===== src/rtl/apb_spi_master_fifo.sv =====
// rtl/apb_spi_master_fifo.sv - APB slave to SPI master bridge with TX/RX FIFOs,
// runtime CPOL/CPHA, burst transfers with SS held, sticky flags and interrupt.
module apb_spi_master_fifo #(
  parameter int DATA_W     = 8,
  parameter int NUM_SS     = 4,
  parameter int FIFO_DEPTH = 4
) (
  input  logic              i_PCLK,
  input  logic              i_PRESETn,
  input  logic              i_PSEL,
  input  logic              i_PENABLE,
  input  logic              i_PWRITE,
  input  logic [15:0]       i_PADDR,
  input  logic [DATA_W-1:0] i_PWDATA,
  input  logic [9:0]        i_BASE_ADDR,
  output logic [DATA_W-1:0] o_PRDATA,
  output logic              o_PREADY,
  output logic              o_PSLVERR,
  output logic              o_SCK,
  output logic              o_MOSI,
  input  logic              i_MISO,
  output logic [NUM_SS-1:0] o_SS_N,
  output logic              o_IRQ
);
  localparam int AW = $clog2(FIFO_DEPTH);
  localparam int CW = AW + 1;
  localparam int EW = $clog2(2 * DATA_W);

  localparam logic [1:0] S_IDLE  = 2'd0;
  localparam logic [1:0] S_LEAD  = 2'd1;
  localparam logic [1:0] S_SHIFT = 2'd2;
  localparam logic [1:0] S_TRAIL = 2'd3;

  logic [1:0]        state;
  logic [1:0]        cfg_div, cfg_ss;
  logic              cfg_cpha, cfg_cpol, cfg_ie;
  logic [DATA_W-1:0] tx_mem [FIFO_DEPTH];
  logic [DATA_W-1:0] rx_mem [FIFO_DEPTH];
  logic [AW-1:0]     tx_wp, tx_rp, rx_wp, rx_rp;
  logic [CW-1:0]     tx_cnt, rx_cnt;
  logic              rx_ovf, tx_ovf, done;
  logic [3:0]        div_cnt;
  logic [EW-1:0]     edge_cnt;
  logic [DATA_W-1:0] tx_sh, rx_sh;

  logic       access, busy, tx_full, tx_empty, rx_full, rx_empty;
  logic [3:0] off;
  logic       ss_bad, cfg_ok, tx_wr, tx_push, tx_pop, rx_rd, rx_pop, st_rd;
  logic       cmd_wr, flush, start, half_done, trail_end, rx_push;
  logic [7:0] status;

  assign access    = i_PSEL & i_PENABLE & (i_PADDR[15:6] == i_BASE_ADDR);
  assign off       = i_PADDR[5:2];
  assign busy      = (state != S_IDLE);
  assign tx_full   = (tx_cnt == CW'(FIFO_DEPTH));
  assign tx_empty  = (tx_cnt == '0);
  assign rx_full   = (rx_cnt == CW'(FIFO_DEPTH));
  assign rx_empty  = (rx_cnt == '0);
  assign ss_bad    = (int'(i_PWDATA[3:2]) >= NUM_SS);
  assign cfg_ok    = access & i_PWRITE & (off == 4'd0) & ~busy & ~ss_bad;
  assign tx_wr     = access & i_PWRITE & (off == 4'd1);
  assign tx_push   = tx_wr & ~tx_full;
  assign rx_rd     = access & ~i_PWRITE & (off == 4'd1);
  assign rx_pop    = rx_rd & ~rx_empty;
  assign st_rd     = access & ~i_PWRITE & (off == 4'd0);
  assign cmd_wr    = access & i_PWRITE & (off == 4'd3) & ~busy;
  assign flush     = cmd_wr & i_PWDATA[0];
  // FLUSH wins over START in the same write: the TX word would be gone anyway
  assign start     = cmd_wr & ~i_PWDATA[0] & i_PWDATA[1] & ~tx_empty;
  assign half_done = (div_cnt == ((4'd1 << cfg_div) - 4'd1));
  assign trail_end = (state == S_TRAIL) & half_done;
  assign tx_pop    = start | (trail_end & ~tx_empty);
  assign rx_push   = trail_end & ~rx_full;
  assign status    = {done, tx_ovf, rx_ovf, rx_empty, rx_full, tx_empty, tx_full, busy};
  assign o_PREADY  = 1'b1;

  always_comb begin
    o_PSLVERR = 1'b0;
    if (access) begin
      case (off)
        4'd0:    o_PSLVERR = i_PWRITE & (busy | ss_bad);
        4'd1:    o_PSLVERR = 1'b0;
        4'd3:    o_PSLVERR = i_PWRITE & busy & i_PWDATA[0];
        default: o_PSLVERR = 1'b1;
      endcase
    end
  end

  always_comb begin
    o_PRDATA = '0;
    if (st_rd) o_PRDATA[7:0] = status;
    else if (rx_pop) o_PRDATA = rx_mem[rx_rp];
  end

  always_ff @(posedge i_PCLK) begin
    if (tx_push) tx_mem[tx_wp] <= i_PWDATA;
    if (rx_push) rx_mem[rx_wp] <= rx_sh;
  end

  always_ff @(posedge i_PCLK or negedge i_PRESETn) begin
    if (!i_PRESETn) begin
      tx_wp <= '0; tx_rp <= '0; tx_cnt <= '0;
      rx_wp <= '0; rx_rp <= '0; rx_cnt <= '0;
    end else if (flush) begin
      tx_wp <= '0; tx_rp <= '0; tx_cnt <= '0;
      rx_wp <= '0; rx_rp <= '0; rx_cnt <= '0;
    end else begin
      if (tx_push) tx_wp <= tx_wp + 1'b1;
      if (tx_pop)  tx_rp <= tx_rp + 1'b1;
      tx_cnt <= tx_cnt + CW'(tx_push) - CW'(tx_pop);
      if (rx_push) rx_wp <= rx_wp + 1'b1;
      if (rx_pop)  rx_rp <= rx_rp + 1'b1;
      rx_cnt <= rx_cnt + CW'(rx_push) - CW'(rx_pop);
    end
  end

  // Sticky flags: a set in the same cycle as a STATUS read survives the clear
  always_ff @(posedge i_PCLK or negedge i_PRESETn) begin
    if (!i_PRESETn) begin
      cfg_div <= '0; cfg_ss <= '0; cfg_cpha <= 1'b0; cfg_cpol <= 1'b0; cfg_ie <= 1'b0;
      rx_ovf <= 1'b0; tx_ovf <= 1'b0; done <= 1'b0; o_IRQ <= 1'b0;
    end else begin
      if (cfg_ok) begin
        cfg_div  <= i_PWDATA[1:0];
        cfg_ss   <= i_PWDATA[3:2];
        cfg_cpha <= i_PWDATA[4];
        cfg_cpol <= i_PWDATA[5];
        cfg_ie   <= i_PWDATA[6];
      end
      if (st_rd) begin
        rx_ovf <= 1'b0; tx_ovf <= 1'b0; done <= 1'b0;
      end
      if (tx_wr & tx_full)     tx_ovf <= 1'b1;
      if (trail_end & rx_full) rx_ovf <= 1'b1;
      if (trail_end & tx_empty) done  <= 1'b1;
      o_IRQ <= cfg_ie & (done | rx_ovf | tx_ovf);
    end
  end

  always_ff @(posedge i_PCLK or negedge i_PRESETn) begin
    if (!i_PRESETn) begin
      state <= S_IDLE; div_cnt <= '0; edge_cnt <= '0;
      tx_sh <= '0; rx_sh <= '0;
      o_SCK <= 1'b0; o_MOSI <= 1'b0; o_SS_N <= '1;
    end else begin
      case (state)
        S_IDLE: begin
          o_SCK   <= cfg_cpol;
          o_SS_N  <= '1;
          div_cnt <= '0;
          if (start) begin
            state  <= S_LEAD;
            tx_sh  <= tx_mem[tx_rp];
            o_MOSI <= tx_mem[tx_rp][DATA_W-1];
            o_SS_N <= ~(NUM_SS'(1) << cfg_ss);
          end
        end
        S_LEAD: begin
          if (half_done) begin
            state    <= S_SHIFT;
            div_cnt  <= '0;
            edge_cnt <= '0;
            o_SCK    <= ~cfg_cpol;
            if (!cfg_cpha) rx_sh <= {rx_sh[DATA_W-2:0], i_MISO};
          end else begin
            div_cnt <= div_cnt + 1'b1;
          end
        end
        S_SHIFT: begin
          if (half_done) begin
            div_cnt <= '0;
            if (edge_cnt == EW'(2 * DATA_W - 1)) begin
              state <= S_TRAIL;
            end else begin
              edge_cnt <= edge_cnt + 1'b1;
              o_SCK    <= ~o_SCK;
              // Odd edge_cnt means the coming edge is leading
              if (edge_cnt[0] == cfg_cpha) begin
                tx_sh  <= tx_sh << 1;
                o_MOSI <= tx_sh[DATA_W-2];
              end else begin
                rx_sh <= {rx_sh[DATA_W-2:0], i_MISO};
              end
            end
          end else begin
            div_cnt <= div_cnt + 1'b1;
          end
        end
        default: begin
          if (half_done) begin
            div_cnt <= '0;
            if (!tx_empty) begin
              state  <= S_LEAD;
              tx_sh  <= tx_mem[tx_rp];
              o_MOSI <= tx_mem[tx_rp][DATA_W-1];
            end else begin
              state  <= S_IDLE;
              o_SS_N <= '1;
            end
          end else begin
            div_cnt <= div_cnt + 1'b1;
          end
        end
      endcase
    end
  end
endmodule


===== config.mk =====
export PLATFORM = sky130hd
export DESIGN_NAME = apb_spi_master_fifo
export DESIGN_NICKNAME = d
export VERILOG_FILES = /design/src/rtl/apb_spi_master_fifo.sv
export SDC_FILE = /design/constraint.sdc
export NUM_CORES = 1
export LEC_CHECK = 0
export ABC_CLOCK_PERIOD_IN_PS = 3700
export BUFFER_PORTS_ARGS = -buffer_cell sky130_fd_sc_hd__buf_2
export CAP_MARGIN = 20
export CELL_PAD_IN_SITES_DETAIL_PLACEMENT = 1
export CELL_PAD_IN_SITES_GLOBAL_PLACEMENT = 2
export CORE_UTILIZATION = 42
export DETAILED_ROUTE_END_ITERATION = 8
export HOLD_SLACK_MARGIN = 0.03
export PLACE_DENSITY_LB_ADDON = 0.1
export SYNTH_ARGS = -nofsm -noshare
export SYNTH_HDL_FRONTEND = slang
export SYNTH_SLANG_ARGS = --single-unit

===== constraint.sdc =====
create_clock -name i_PCLK -period 3.7 [get_ports i_PCLK]
set_input_delay 0.74 -clock i_PCLK [delete_from_list [all_inputs] [get_ports i_PCLK]]
set_output_delay 0.74 -clock i_PCLK [all_outputs]
set_load 0.05 [all_outputs]

# Word-level counts from Yosys, hierarchy flattened
# Memory sizes are Yosys's and may differ from the RTL's.
# Cells that the tools add are included.
[totals] ff_bits=56 ramBits=64 input_bits=40 output_inout_bits=17 elab_cells=185 memories=2
[op_classes] add_sub_neg=11 n_eq_ne=20 shifts=2 muxes=63 bitwise_logic=41 n_reduce_logical=23
[memory_table] name="rx_mem" words=4 width=8 read_ports=1 rd_ports_with_merged_regs=0 write_ports=1 line_no="38" text="logic [DATA_W-1:0] rx_mem [FIFO_DEPTH];"
[memory_table] name="tx_mem" words=4 width=8 read_ports=1 rd_ports_with_merged_regs=0 write_ports=1 line_no="37" text="logic [DATA_W-1:0] tx_mem [FIFO_DEPTH];"
[ops] operator="two-way mux 8 bit" count=7
[ops] operator="two-way mux 7 bit" count=6
[ops] operator="two-way mux 4 bit" count=8
[ops] operator="bitwise AND 1 bit" count=26
[ops] operator="two-way mux 2 bit" count=13
[ops] operator="nonzero test 2 bit" count=11
[ops] operator="case mux 7 bit (3 select lines)" count=1
[ops] operator="two-way mux 1 bit" count=19
[ops] operator="!= test 2 bit, second input constant" count=8
[ops] operator="case mux 4 bit (2 select lines)" count=2
[ops] operator="case mux 8 bit (2 select lines)" count=1
[ops] operator="NOT 1 bit" count=11
[ops] operator="== test 10 bit" count=1
[ops] operator="case mux 1 bit (3 select lines)" count=3
[ops] operator="adder 2 x 1 -> 2 bit, second input constant" count=4
[ops] operator="adder 4 x 1 -> 4 bit, second input constant" count=2
[ops] operator="AND reduction 4 bit" count=2
[ops] operator="<< shifter 1 x 2 -> 4 bit, first input constant" count=2
[ops] operator="AND reduction 7 bit" count=1
[ops] operator="adder 3 x 1 -> 3 bit" count=2
[ops] operator="== test 3 bit, second input constant" count=2
[ops] operator="zero test 3 bit" count=2
[ops] operator="two-way mux 3 bit" count=2
[ops] operator="case mux 2 bit (3 select lines)" count=1
[ops] operator="other kinds (19)" count=23

# Longest topological paths before layout
# Gate-level depths: netlist of run 1.
[logic_depth] word_depth=11 mapped_depth=15 depth_no_buf=14

# Worst setup path before layout of run 1
# OpenSTA, ideal clock, no wires.
[synth_path] path_type="input-to-output" from="input port i_BASE_ADDR[9]" to="output port o_PSLVERR" arrival_time_ns=2.993 required_ns=2.960 path_slack_ns=-0.033 path_stages=3 n_path_buf=0 path_cell_list="xor2_1 -> or4_1 -> nor4_1"
[synth_via] elab_chain_cells=3
[synth_lines] item="start: declaration" line_no="15" text="input logic [9:0] i_BASE_ADDR,"
[synth_lines] item="== test 10 bit" line_no="52" text="assign access = i_PSEL & i_PENABLE & (i_PADDR[15:6] == i_BASE_ADDR);"
[synth_lines] item="bitwise AND 1 bit" line_no="52"
[synth_lines] item="two-way mux 1 bit" line_no="79" text="if (access) begin"
[synth_lines] item="end: declaration" line_no="18" text="output logic o_PSLVERR,"
# Every way passes these cells.

# Final worst setup path of run 1
[layout_path] from="input port i_BASE_ADDR[9]" to="output port o_PRDATA[3]"
[layout_via] elab_chain_cells=7
[layout_lines] item="== test 10 bit *" line_no="52"
[layout_lines] item="bitwise AND 1 bit *" line_no="52"
[layout_lines] item="bitwise AND 1 bit *" line_no="63, 65"
[layout_lines] item="bitwise AND 1 bit" line_no="63" text="assign rx_rd = access & ~i_PWRITE & (off == 4'd1);"
[layout_lines] item="bitwise AND 1 bit" line_no="64" text="assign rx_pop = rx_rd & ~rx_empty;"
[layout_lines] item="two-way mux 8 bit" line_no="92" text="else if (rx_pop) o_PRDATA = rx_mem[rx_rp];"
[layout_lines] item="two-way mux 8 bit *" line_no="91" text="if (st_rd) o_PRDATA[7:0] = status;"
[layout_lines] item="end: declaration" line_no="16" text="output logic [DATA_W-1:0] o_PRDATA,"
# Every way passes the cells marked *; elsewhere a longest branch is shown, timed or not.

==> results of run 1 <==
registers in the layout, indices dropped and copies added (netlist names), 2 cells and up:
| signal | cells |
|---|---|
| rx_mem | 32 |
| tx_mem | 32 |
| rx_sh | 8 |
| tx_sh | 7 |
| div_cnt | 4 |
| edge_cnt | 4 |
| o_SS_N | 4 |
| rx_cnt | 3 |
| tx_cnt | 3 |
| cfg_div | 2 |
| cfg_ss | 2 |
| rx_rp | 2 |
| rx_wp | 2 |
| state | 2 |
| tx_rp | 2 |
| tx_wp | 2 |
path summary, 6_finish.rpt:
kind                               endpoint  slack, ns
worst max-delay path            o_PRDATA[3]       0.12
worst min-delay path               tx_sh[2]       0.14
worst max register to register    rx_cnt[2]       0.48
worst min register to register       o_MOSI       0.51
max in group asynchronous          rx_sh[2]       2.82
min in group i_PCLK                  o_MOSI       0.51
power groups by stage:
stage	Sequential (uW)	Clock (uW)	Combinational (uW)
2_1_floorplan	1510	0	68.3
3_3_place_gp	1500	0	138
3_5_place_dp	1510	0	146
4_1_cts	1490	1730	146
5_1_grt	1490	1780	162
6_report	1480	1690	145
area by class of cell:
class                   count  area [um^2]  share of cell area
flip-flops and latches    120         3328              0.4814
clock buffers              23        488.0             0.07058
inverters                  32        120.1             0.01737
well taps                 176        220.2             0.03185
repair buffers             69        405.4             0.05863
clock inverters             9        120.1             0.01737
multi-input cells         247         2232              0.3228
cell usage in the layout, fill, tap and decap left out, types with 3 or more instances in the layout:
master	instances
nand2_1	11
and2_1	11
or4_1	5
clkbuf_16	17
nand3b_1	3
o22ai_2	3
buf_2	50
nand3_1	8
mux2i_1	6
clkbuf_8	4
o21ai_0	5
ha_1	19
a21oi_1	12
nor4_1	5
o2bb2ai_1	4
inv_1	32
xnor2_1	6
mux2_2	33
o31ai_1	3
bufinv_16	3
mux4_2	16
xor2_1	13
or3_1	7
dfrtp_1	52
clkinv_2	3
edfxtp_1	64
o22ai_1	7
dfstp_2	4
nor2_1	15
nor3_1	14
buf_4	18
per-layer routing:
layer  up-vias  wire length [um]
met5         -                 0
met4         0               204
met3        20               363
met2        39              6667
met1      1834              5537
li1       1696                 -
cell families (layout without fill, tap and decap cells):
logic type	after synthesis	count (layout)	share of synthesized area
AOI/OAI and AO/OA	51	51	0.06179
xor gates and xnor gates	19	19	0.02914
adders and majority gates	21	21	0.04864
buffers and inverters	43	133	0.02958
DFF	120	120	0.5828
muxes	57	57	0.1440
other	1	1	0.0006567
and+or+nand+nor	98	98	0.1034
critical path, cell delays in order:
cell and delay [ns]:
buf_2 0.10, xor2_1 0.16, or4_1 0.59, nor4_1 0.25
buf_4 0.16, nand4_1 0.13, buf_4 0.23, o22ai_1 0.23
buf_4 0.24
stage by stage:
step                      worst slack [ns]  cell area, um^2
final                               0.1223             6914
after global routing              -0.02138             6914
after CTS                         -0.01507             6859
after detailed placement          -0.07327             6245
after global placement            0.005354             6245
after floorplan                   -0.03332             5710
repair_timing:
action,in CTS,in global routing
setup endpoints to repair,1,8
gates resized for setup,1,8
setup buffers,0,2
==> flow_summary.toml, run 1 <==
[die]
io-pin-count = 57
core-area_um2 = 13240
fp-row-count = 42
initial_utilization = 0.4312
fp.dieH_um = 118.6
die_width_um = 118.6
fp.dieArea_um2 = 14070

[global_routing]
grt_start_max_net_pins = 44
global_routing_usage_on_met1 = 0.2468
met2_demand_to_capacity_share_in_global_routing = 0.3498
grtUsageTotal = 0.2048
grt_remaining_overflow = 0
busiest_layer = "met2"
grt_first_pass_wirelength_mm = 21.23
first_global_vias = 3896
grt_use_met3 = 0.05550
initial_antenna_violation_count = 0

[synth]
synth_area_leader_cell = "edfxtp_1"
post-synth-top-count-cell = "edfxtp_1"
synth_nets = 471
synth_largest_type_area_fraction = 0.3365
synth_commonest_cells = "edfxtp_1, dfrtp_1, mux2_2"
yosys_warnings = 0
post_synth_instance_area_um2 = 5710
post_synth.cell_area_avg_um2 = 13.93
seq_area_frac_synth = 0.5828
synthesis.instances = 410
synth-main-ff-cell = "edfxtp_1"
netlist_top_cells_area = "edfxtp_1, dfrtp_1, mux2_2"
netlist-cell-type-count = 59
synth_async_sr_flop_share = 0.4667
synth-seq-cells = 120
synth-edff-count = 64

[place]
dp_hpwl_mm = 9.021
placed_instance_count = 641
routabilityCongestion = 0.7596
portBuffers = 53

[drt]
number_of_vias_after_detailed_routing = 3589
postRouteWirelength_mm = 12.77
drt_pass1_iterations = 4
drc = 0
count_of_routing_violations_after_the_opening_detailed_route_iteration = 150
ant_nets = 0
routed_wire_length_per_instance_um = 18.89
detail_route.vias_per_cell = 5.309

[sta]
final.hold.worst_slack_ns = 0.1406
period_share = 0.9669
hold_violations = 0
unrepaired_setup_endpoints_after_global_routing = "true"
worst_slew_margin_rel = 0.5784
report.final.setup_viol = 0
max_slew_violation_count = 0
finClkSkew_ns = 0.008456
tightest_pin_transition_ns = 0.6324
setup_tns_ns = 0
period_needed_ns = 3.578
maxClockFrequency_ghz = 0.2795

[power_and_ir_drop]
fin_total_pwr_uw = 3315
power.static_leakage_uw = 0.002815
power.sequential.fraction = 0.448
netSwitchingPower_uw = 672.6
power_density_nw_per_um2 = 479.4
internal_power_uw = 2642
max-vdd-ir-drop_mv = 0.4214
clock_power_share = 0.509
comb_power_share = 0.044
switching_share = 0.2029

[setup_path]
cp-start-kind = "input port"
critical_path.endpoint_type = "output port"
crit_fanout = 8
critical_path.reg2reg.startpoint = "div_cnt[2]"
cp-startpoint = "i_BASE_ADDR[9]"
path_class = "in2out"
critPathRequiredTime_ns = 2.96
worstRegToRegCells = 12
data_arrival_at_the_endpoint_of_the_critical_path_ns = 2.84

[clock_network]
clock_insertion_delay_worst_skew_ns = 0.42
cts_hold_buffers = 0
clkTransAtPathRegs_ns = 0.05
clock-sinks = 120
clockRootBuffer = "clkbuf_16"
clock_tree.htree_level_count = 4
cts_made_buffers = 17
cts.path.max_buffers = 2
cts_tree = "yes"

[min_path]
hold_class = "in2async"

[run]
max_cap_violations = 0

[cells_and_area]
synthToLayoutAreaGrowth_pct = 21.08
antenna_cells = 0
utilization = 0.5221
nNetsFinal = 548
final_cell_count_no_fill = 676
fillers = 1347
drive_above_1_share = 0.3260

[outcome]
outcome = "completed"
No activity file was read; power rests on OpenSTA's default activity.
==> run 2: changes to the inputs <==
--- a/config.mk
+++ b/config.mk
@@ -10,6 +10,7 @@
 export CAP_MARGIN = 20
 export CELL_PAD_IN_SITES_DETAIL_PLACEMENT = 1
 export CELL_PAD_IN_SITES_GLOBAL_PLACEMENT = 2
+export CORE_MARGIN = 2
 export CORE_UTILIZATION = 42
 export DETAILED_ROUTE_END_ITERATION = 8
 export HOLD_SLACK_MARGIN = 0.03
==> run 2 against run 1 <==
  * Clock-buffer cell count rose by 4
  * Worst hold slack got worse by 0.0040 ns
  * Sequential power barely moved
  * First-iteration DRC count down 17%
  * Cell count down 0.15%
  * Critical path depth unchanged
  * Total power fell by 3.0%
  * Non-clock buffer count is 1 lower
  * Register-to-register slack improved by 0.06 ns
  * Critical endpoint unchanged
  * Largest cell class unchanged
  * Highest routed layer unchanged
==> flow_summary.toml, run 2 (synthesized netlist as in run 1, its figures left out) <==
[outcome]
outcome = "completed"

[global_routing]
grt_remaining_overflow = 0
grt_start_max_net_pins = 33
first_global_vias = 3839
grtUsageTotal = 0.1930
grt_first_pass_wirelength_mm = 20.93
initial_antenna_violation_count = 0

[sta]
worst_slew_margin_rel = 0.5219
unrepaired_setup_endpoints_after_global_routing = "false"
final.hold.worst_slack_ns = 0.1366
tightest_pin_transition_ns = 0.7141
max_slew_violation_count = 0
hold_violations = 0
report.final.setup_viol = 0
period_needed_ns = 3.515
period_share = 0.9501
finClkSkew_ns = 0.007294
maxClockFrequency_ghz = 0.2845

[die]
die_width_um = 120.6
fp.dieArea_um2 = 14550
fp-row-count = 42
io-pin-count = 57
core-area_um2 = 13240
fp.dieH_um = 120.6
initial_utilization = 0.4312

[min_path]
hold_class = "in2async"

[clock_network]
cts.path.max_buffers = 2
cts_tree = "yes"
clock_insertion_delay_worst_skew_ns = 0.41
clock_tree.htree_level_count = 4
cts_made_buffers = 17
clock-sinks = 120
clkTransAtPathRegs_ns = 0.05
clockRootBuffer = "clkbuf_16"

[setup_path]
path_buf_inv = 4
data_arrival_at_the_endpoint_of_the_critical_path_ns = 2.78
path_class = "in2out"
critical_path.reg2reg.endpoint = "rx_cnt[2]"
cell_family_with_most_cp_delay = "simple AND/OR/NAND/NOR gates"
critical_path.endpoint_type = "output port"
reg2reg_slack_ns = 0.54
path_cells = "buf_2 -> xor2_1 -> or4_4 -> nor4_2 -> buf_4 -> nand4_1 -> buf_4 -> o22ai_1 -> buf_4"
worstRegToRegCells = 12
max_stage_delay_ns = 0.56
cp-startpoint = "i_BASE_ADDR[9]"
critical_path.slowest_cell = "or4_4"
cp-start-kind = "input port"
crit_fanout = 8
critical_path.reg2reg.startpoint = "div_cnt[2]"
critPathRequiredTime_ns = 2.96
critical_path_most_common_cell = "buf_4"

[run]
max_cap_violations = 0

[place]
routabilityCongestion = 0.7949
dp_hpwl_mm = 9.283
portBuffers = 53
place_area_um2 = 6245

[drt]
count_of_routing_violations_after_the_opening_detailed_route_iteration = 124
number_of_vias_after_detailed_routing = 3593
drc = 0
ant_nets = 0
detail_route.vias_per_cell = 5.323
routed_wire_length_per_instance_um = 18.92
drt_pass1_iterations = 4
postRouteWirelength_mm = 12.77

[power_and_ir_drop]
max-vdd-ir-drop_mv = 0.3924
fin_total_pwr_uw = 3214
power.static_leakage_uw = 0.002781
power_density_nw_per_um2 = 468.4

[cells_and_area]
final_cell_mix = "edfxtp_1, dfrtp_1, buf_2, mux2_2, inv_1"
design_area_um2 = 6863
layout_commonest_cell = "edfxtp_1"
top_regs = "rx_mem x32, tx_mem x32, rx_sh x8"
antenna_cells = 0
utilization = 0.5182
nNetsFinal = 547
fillers = 1376
drive_above_1_share = 0.3166
synthToLayoutAreaGrowth_pct = 20.18
## run 2: through the flow
stage	std cells	setup TNS (ns)	setup slack, ns
3_3_place_gp	641	-0.06064	-0.02157
5_1_grt	675	0	0.03463
4_1_cts	673	0	0.01300
2_1_floorplan	410	-0.1375	-0.03332
6_report	675	0	0.1848
3_5_place_dp	641	-0.1619	-0.06471
## run 2: per-layer routing
metal	up-vias	routed length, um	track usage	part of all wire
met4	0	133	0.05451	0.010
met2	39	6797	0.3326	0.53
met1	1852	5479	0.2379	0.43
met5	-	0	0	0
li1	1691	-	-	-
met3	11	360	0.05330	0.028
## run 2: worst max path at each step
| stage | endpoint | cells after the start |
|---|---|---|
| 6_report | o_PRDATA[3] | 9 |
| 5_1_grt | o_PRDATA[2] | 9 |
| 3_5_place_dp | tx_cnt[2] | 14 |
| 3_3_place_gp | o_PRDATA[5] | 8 |
| 4_1_cts | o_PRDATA[0] | 8 |
| 2_1_floorplan | o_PSLVERR | 3 |
## run 2: final cells by class
| class | instances | area [um^2] | share of cell area |
|---|---|---|---|
| Clock buffer | 27 | 493.0 | 0.07183 |
| Clock inverter | 5 | 72.57 | 0.01057 |
| Inverter | 32 | 120.1 | 0.01750 |
| Multi-Input combinational cell | 247 | 2236 | 0.3258 |
| Sequential cell | 120 | 3328 | 0.4850 |
| Tap cell | 176 | 220.2 | 0.03209 |
| Timing Repair Buffer | 68 | 392.9 | 0.05725 |
## run 2: worst register-to-register path, stage by stage, from the launching register on
cell and delay, ns:
dfrtp_1 0.44, nor4b_1 0.43, o21ai_1 0.24, a221oi_1 0.55, inv_1 0.12, ha_1 0.30
inv_1 0.06, ha_1 0.13, inv_1 0.05, fa_1 0.36, xor2_1 0.17, xnor2_1 0.14
nor2_1 0.06
## run 2: what timing repair did
action | 4_1_cts | 5_1_grt
hold buffers | 0 | 0
resized for setup | 4 | 7
setup buffers | 0 | 2
setup endpoints to repair | 4 | 8
## run 2: power by group
group	internal (uW)	switching, uW
clock	1040	548
combinational	64.4	79.9
sequential	1460	27.4
